$ cat src/rtl/exe_forwarding_unit.sv
// exe_forwarding_unit
//   EXE-stage forwarding unit. Keeps a shadow pipeline of destination tags
//   across ID/EXE, EXE/MEM and MEM/WB. It drives the operand mux selects for
//   the EXE ALU and exports the EXE/MEM tags back to the ID hazard detector,
//   so that the detector only has to stall on load-use.
//
//   Optional feature macro: FWD_STATS_EN. When it is defined, two saturating
//   forwarding-usage counters are added (fwd_mem_cnt, fwd_wb_cnt).
//
// Ports
//   clk, rst            clock and synchronous active-high reset
//   forward_en          global forwarding enable
//   freeze, flush       either one inserts a bubble into EX
//   id_*                tags of the instruction leaving ID
//   exe_dest/wb_en/mem_read   EX-stage tags (to the hazard detector)
//   mem_dest/wb_en            MEM-stage tags
//   sel_src1/sel_src2   00 regfile, 01 MEM ALU result, 10 WB value
//   fwd_mem_cnt/fwd_wb_cnt    (FWD_STATS_EN only) forwarding usage counters
module exe_forwarding_unit #(
  parameter int REG_W = 4
`ifdef FWD_STATS_EN
  ,
  parameter int CNT_W = 16
`endif
) (
  input  logic             clk,
  input  logic             rst,
  input  logic             forward_en,
  input  logic             freeze,
  input  logic             flush,
  input  logic [REG_W-1:0] id_src1,
  input  logic [REG_W-1:0] id_src2,
  input  logic             id_two_src,
  input  logic [REG_W-1:0] id_dest,
  input  logic             id_wb_en,
  input  logic             id_mem_read,
  output logic [REG_W-1:0] exe_dest,
  output logic             exe_wb_en,
  output logic             exe_mem_read,
  output logic [REG_W-1:0] mem_dest,
  output logic             mem_wb_en,
  output logic [1:0]       sel_src1,
  output logic [1:0]       sel_src2
`ifdef FWD_STATS_EN
  ,
  output logic [CNT_W-1:0] fwd_mem_cnt,
  output logic [CNT_W-1:0] fwd_wb_cnt
`endif
);

  localparam logic [1:0] SEL_RF  = 2'b00;
  localparam logic [1:0] SEL_MEM = 2'b01;
  localparam logic [1:0] SEL_WB  = 2'b10;

  // EX stage
  logic [REG_W-1:0] ex_src1_reg, ex_src1_next;
  logic [REG_W-1:0] ex_src2_reg, ex_src2_next;
  logic             ex_two_src_reg, ex_two_src_next;
  logic [REG_W-1:0] ex_dest_reg, ex_dest_next;
  logic             ex_wb_en_reg, ex_wb_en_next;
  logic             ex_mem_read_reg, ex_mem_read_next;
  // MEM stage
  logic [REG_W-1:0] mem_dest_reg;
  logic             mem_wb_en_reg;
  logic             mem_mem_read_reg;
  // WB stage
  logic [REG_W-1:0] wb_dest_reg;
  logic             wb_wb_en_reg;

  // A stall or a taken branch turns the slot entering EX into a bubble;
  // MEM and WB keep draining regardless.
  always_comb begin
    ex_src1_next     = '0;
    ex_src2_next     = '0;
    ex_two_src_next  = 1'b0;
    ex_dest_next     = '0;
    ex_wb_en_next    = 1'b0;
    ex_mem_read_next = 1'b0;
    if (!(freeze || flush)) begin
      ex_src1_next     = id_src1;
      ex_src2_next     = id_src2;
      ex_two_src_next  = id_two_src;
      ex_dest_next     = id_dest;
      ex_wb_en_next    = id_wb_en;
      ex_mem_read_next = id_mem_read;
    end
  end

  always_ff @(posedge clk) begin
    if (rst) begin
      ex_src1_reg      <= '0;
      ex_src2_reg      <= '0;
      ex_two_src_reg   <= 1'b0;
      ex_dest_reg      <= '0;
      ex_wb_en_reg     <= 1'b0;
      ex_mem_read_reg  <= 1'b0;
      mem_dest_reg     <= '0;
      mem_wb_en_reg    <= 1'b0;
      mem_mem_read_reg <= 1'b0;
      wb_dest_reg      <= '0;
      wb_wb_en_reg     <= 1'b0;
    end else begin
      ex_src1_reg      <= ex_src1_next;
      ex_src2_reg      <= ex_src2_next;
      ex_two_src_reg   <= ex_two_src_next;
      ex_dest_reg      <= ex_dest_next;
      ex_wb_en_reg     <= ex_wb_en_next;
      ex_mem_read_reg  <= ex_mem_read_next;
      mem_dest_reg     <= ex_dest_reg;
      mem_wb_en_reg    <= ex_wb_en_reg;
      mem_mem_read_reg <= ex_mem_read_reg;
      wb_dest_reg      <= mem_dest_reg;
      wb_wb_en_reg     <= mem_wb_en_reg;
    end
  end

  // A load result is not available from MEM yet, so MEM hits are only taken
  // for ALU producers. MEM is checked first because it holds the youngest value.
  logic mem_fwd_ok;
  logic src1_mem_hit, src1_wb_hit;
  logic src2_mem_hit, src2_wb_hit;

  always_comb begin
    mem_fwd_ok   = forward_en && mem_wb_en_reg && !mem_mem_read_reg;
    src1_mem_hit = mem_fwd_ok && (mem_dest_reg == ex_src1_reg);
    src1_wb_hit  = forward_en && wb_wb_en_reg && (wb_dest_reg == ex_src1_reg);
    src2_mem_hit = ex_two_src_reg && mem_fwd_ok && (mem_dest_reg == ex_src2_reg);
    src2_wb_hit  = ex_two_src_reg && forward_en && wb_wb_en_reg &&
                   (wb_dest_reg == ex_src2_reg);

    sel_src1 = SEL_RF;
    if (src1_mem_hit)     sel_src1 = SEL_MEM;
    else if (src1_wb_hit) sel_src1 = SEL_WB;

    sel_src2 = SEL_RF;
    if (src2_mem_hit)     sel_src2 = SEL_MEM;
    else if (src2_wb_hit) sel_src2 = SEL_WB;
  end

  assign exe_dest     = ex_dest_reg;
  assign exe_wb_en    = ex_wb_en_reg;
  assign exe_mem_read = ex_mem_read_reg;
  assign mem_dest     = mem_dest_reg;
  assign mem_wb_en    = mem_wb_en_reg;

`ifdef FWD_STATS_EN
  // Index 0 counts MEM-path forwards, index 1 counts WB-path forwards. Each
  // counts cycles (not operands) and sticks at all-ones.
  logic [1:0]       cnt_hit;
  logic [CNT_W-1:0] cnt_reg [2];

  always_comb begin
    cnt_hit[0] = (sel_src1 == SEL_MEM) || (sel_src2 == SEL_MEM);
    cnt_hit[1] = (sel_src1 == SEL_WB)  || (sel_src2 == SEL_WB);
  end

  generate
    for (genvar gi = 0; gi < 2; gi++) begin : g_cnt
      always_ff @(posedge clk) begin
        if (rst)
          cnt_reg[gi] <= '0;
        else if (cnt_hit[gi] && (cnt_reg[gi] != {CNT_W{1'b1}}))
          cnt_reg[gi] <= cnt_reg[gi] + 1'b1;
      end
    end
  endgenerate

  assign fwd_mem_cnt = cnt_reg[0];
  assign fwd_wb_cnt  = cnt_reg[1];
`endif

endmodule
$ cat config.mk
export PLATFORM = sky130hd
export DESIGN_NAME = exe_forwarding_unit
export DESIGN_NICKNAME = d
export VERILOG_FILES = /design/src/rtl/exe_forwarding_unit.sv
export SDC_FILE = /design/constraint.sdc
export NUM_CORES = 1
export LEC_CHECK = 0
export CAP_MARGIN = 15
export CORE_MARGIN = 2
export CORE_UTILIZATION = 30
export CTS_CLUSTER_DIAMETER = 50
export CTS_CLUSTER_SIZE = 24
export DETAILED_ROUTE_END_ITERATION = 8
export HOLD_SLACK_MARGIN = 0.03
export PLACE_DENSITY_LB_ADDON = 0.25
export RECOVER_POWER = 100
export SKIP_LAST_GASP = 1
export SYNTH_ARGS = -nofsm -noshare
export SYNTH_HDL_FRONTEND = slang
export SYNTH_SLANG_ARGS = --single-unit
$ cat constraint.sdc
create_clock -name clk -period 1.3 [get_ports clk]
set_clock_uncertainty 0.15 [all_clocks]
set_input_delay 0.26 -clock clk [delete_from_list [all_inputs] [get_ports clk]]
set_output_delay 0.26 -clock clk [all_outputs]
set_load 0.05 [all_outputs]
After elaboration in Yosys (flattened, before gate mapping)
Index checks and enable logic that the tools add are counted.
{"block": "totals", "wordCells": 32, "out_inout_bits": 15, "reg_bits": 26}
{"block": "op_classes", "mux": 4, "n_reduce_logical": 13, "eq_ne": 4}
{"operator": "equality test 4 bit", "count": 4}
{"operator": "logical AND 1 bit", "count": 10}
{"operator": "2-to-1 mux 2 bit", "count": 4}
{"operator": "OR reduction 2 bit", "count": 1}
{"operator": "zero test 1 bit", "count": 1}
{"operator": "logical OR 1 bit", "count": 1}

Logic depth before layout (Yosys ltp)
{"block": "logic_depth", "depth_word": 5, "ltp_mapped": 4, "ltp_nobuf": 4}

Worst setup path before layout
Ideal clock, no wire load.
{"block": "synth_path", "kind": "register to output", "from": "register mem_dest_reg[3] (netlist: mem_dest[3])", "to": "output sel_src2[1]", "setup_slack_ns": -1.177, "arrival_time_ns": 2.067, "stages_incl_launch_ff": 5, "cell_sequence": "dfxtp_1 -> xnor2_1 -> nand4_1 -> nor4_2 -> nor3_1"}
{"block": "synth_between", "elab_chain_len": 3}
{"element": "start, declared", "line_no": "63", "text": "logic [REG_W-1:0] mem_dest_reg;"}
{"element": "start signal, assigned", "line_no": "109", "text": "mem_dest_reg <= ex_dest_reg;"}
{"element": "equality test 4 bit", "line_no": "127", "text": "src2_mem_hit = ex_two_src_reg && mem_fwd_ok && (mem_dest_reg == ex_src2_reg);"}
{"element": "logical AND 1 bit", "line_no": "127"}
{"element": "named net src2_mem_hit", "line_no": "121", "text": "logic src2_mem_hit, src2_wb_hit;"}
{"element": "2-to-1 mux 2 bit", "line_no": "136", "text": "if (src2_mem_hit) sel_src2 = SEL_MEM;"}
{"element": "end, declared", "line_no": "43", "text": "output logic [1:0] sel_src2"}
The timed path passes the listed nets, and every way through them passes these cells.

Final worst setup path
{"block": "layout_path", "from": "register mem_dest_reg[1] (netlist: mem_dest[1])", "to": "output sel_src2[1]"}
{"block": "layout_between", "elab_chain_len": 3}
{"element": "equality test 4 bit", "line_no": "127"}
{"element": "logical AND 1 bit", "line_no": "127"}
{"element": "2-to-1 mux 2 bit", "line_no": "136"}
Every way passes these cells.

==> qor.yml <==
sta:
  tns_ns: -2.730
  tightest_slew_ns: 0.3573
  relSlewSlack: 0.7600
  finalCritPeriodShare: 1.509
  period_minus_slack_ns: 1.962
  finalHoldViolCount: 0
  setup_viol: 9
  fin_hold_ws_ns: 0.3277
  fmax_mhz: 509.8
  grt_setup_unrepaired: "true"
  fin_ws_ns: -0.6616
  final-max-slew-violation-count: 0
synth:
  yosys_warnings: 0
  syn-num-nets: 104
  synth_top_cell_by_area: "dfxtp_1"
  seq_area_frac_synth: 0.5554
  syn_inst: 84
  ys_seq_elements: 26
  synth_top_area_share: 0.5554
  synthTopCellsByArea: "dfxtp_1 56%, xnor2_1 14%, and2_1 10%"
  syn_area_um2: 937.1
  ys_types: 15
  syn_avg_cell_area_um2: 11.16
grt:
  grt_max_degree: 16
  use_met3: 0.02814
  use_met1: 0.1352
  gr-total-overflow: 0
  grt_pass1_wl_um: 2939
  grtUsageTotal: 0.1116
  antenna_found_initial: 0
  globalRouteMet2Util: 0.1817
  grt_pass1_vias: 709
  top_usage_layer: "met2"
placement:
  dpl.hpwl_um: 1467
  dp.cells: 161
  numPortBuffers: 34
  dpl_cell_area_um2: 1588
  preCtsSetupSlack_ns: -0.6230
  gp_congestion: 0.7013
power:
  power_density_nw_per_um2: 834.1
  ir_drop_mv: 0.6152
  p_clk_frac: 0.282
  leakage_nw: 0.6466
  p_int_mw: 1.097
  total_power_mw: 1.411
  swShare: 0.2228
  pwr-share-seq: 0.584
  power_frac_comb: 0.134
  switching_power_mw: 0.3143
floorplanning:
  core_um2: 3003
  die_y_um: 59.89
  rows: 20
  initial_core_util: 0.3121
  die-area_um2: 3587
  io_pins: 35
  die_x_um: 59.89
clock_tree:
  cts_htree_levels: 1
  insertion_delay_ns: 0.32
  clk_path_buf_depth: 2
  clock_sinks: 26
  path_clk_slew_ns: 0.13
  cts-root-buf: "clkbuf_4"
  cts_buffers: 3
  tritoncts: "done"
critical_path:
  r2r-end: "wb_dest_reg[1]"
  timing.rr.start: "mem_dest[1]"
  crit_arrival_ns: 1.55
  reg2reg_depth: 2
  crit_chain: "xnor2_2, nand4_1, nor4_4, buf_4, nor3_4, buf_6"
  crit_slowest_cell: "dfxtp_4"
  r2r_slack_ns: 0.41
  end_kind: "output pin"
  startpoint_type: "register"
  cp_max_fo: 3
  cpPeakStageDelay_ns: 0.39
  crit_required_ns: 0.89
  setup.worst_path.class: "reg -> out"
route:
  drtPass1Iterations: 4
  drt_iter0_drc: 3
  avgViaCountPerCell: 4.250
  drc: 0
  wirelength_um: 1860
  num_vias: 714
  wl_per_cell_um: 11.07
  antenna_left: 0
min_path:
  hold_end: "exe_dest[1]"
  min_from: "id_dest[1]"
  holdCritPathClass: "in -> reg"
  holdPathStages: 2
layout:
  syn_to_final_growth_pct: 80.51
  stdcell_count: 168
  nNetsFinal: 156
  utilization: 0.5633
  final_common_cell: "clkdlybuf4s50_1"
  fillers: 269
  diodes: 0
  drive_above_1_share: 0.4593
  final_cell_mix: "18 x clkdlybuf4s50_1, 15 x and2_1, 12 x dfxtp_1"
  fin_area_um2: 1692
outcome:
  status: "complete, but fails checks"
  violations: "negative setup slack"
run:
  drv_cap: 0
-- cell usage after synthesis --
library cell and instances:
nor2b_1 10, nor2b_2 1, buf_4 2, nor3_1 1, xor2_1 1, nand4_1 3, buf_2 1, buf_1 1
nand2_2 1, nand3_1 3, and2_1 15, dfxtp_1 26, xnor2_1 15, nor4_2 1, nor3_2 3
-- critical path, delay by kind of cell (launching register included) --
kind	cells	cell delay [ns]
flip-flops	1	0.39
AND/OR/NAND/NOR	3	0.40
XOR/XNOR	1	0.14
buffers and inverters	2	0.31
-- timing repair --
item,in CTS,in global routing
endpoints found under the hold margin,0,0
hold buffers,0,0
setup buffers,1,3
pin swaps,4,6
cloned,0,0
endpoints found under the setup margin,24,20
resized for setup,10,12
-- power groups by stage --
stage	combinational (mW)	clock (mW)	sequential [mW]
after floorplan	0.0487	0	0.863
after global placement	0.186	0	0.840
after detailed placement	0.189	0	0.841
after CTS	0.196	0.402	0.825
after global routing	0.203	0.442	0.827
final	0.189	0.397	0.824
-- how the worst max path moves through the flow --
| stage | startpoint | to | depth (start not counted) |
|---|---|---|---|
| final | mem_dest[1] | sel_src2[1] | 6 |
| after global routing | mem_dest[3] | sel_src2[1] | 6 |
| after CTS | mem_dest[1] | sel_src2[0] | 5 |
| after detailed placement | forward_en | sel_src2[0] | 5 |
| after global placement | forward_en | sel_src2[0] | 5 |
| after floorplan | mem_dest[1] | sel_src2[0] | 4 |
-- cell families (layout without fill, tap and decap cells) --
logic type | after synthesis | in the layout | synth area share
AND/OR/NAND/NOR | 38 | 38 | 0.2697
flip-flops | 26 | 26 | 0.5554
XOR/XNOR | 16 | 16 | 0.1495
buffers and inverters | 4 | 55 | 0.02535
-- layout make-up --
| type | instances | area, um^2 | area share |
|---|---|---|---|
| timing repair buffer | 51 | 606.8 | 0.3587 |
| sequential | 26 | 548.0 | 0.3240 |
| multi-input combinational | 54 | 459.2 | 0.2714 |
| tap | 33 | 41.29 | 0.02441 |
| clock buffer | 4 | 36.28 | 0.02145 |
-- routing by layer --
layer | routed length [um] | vias to the layer above
li1 | - | 369
met1 | 776 | 321
met2 | 952 | 20
met3 | 92 | 4
met4 | 39 | 0
met5 | 0 | -
Note: power is estimated with default switching activity, not from simulation.
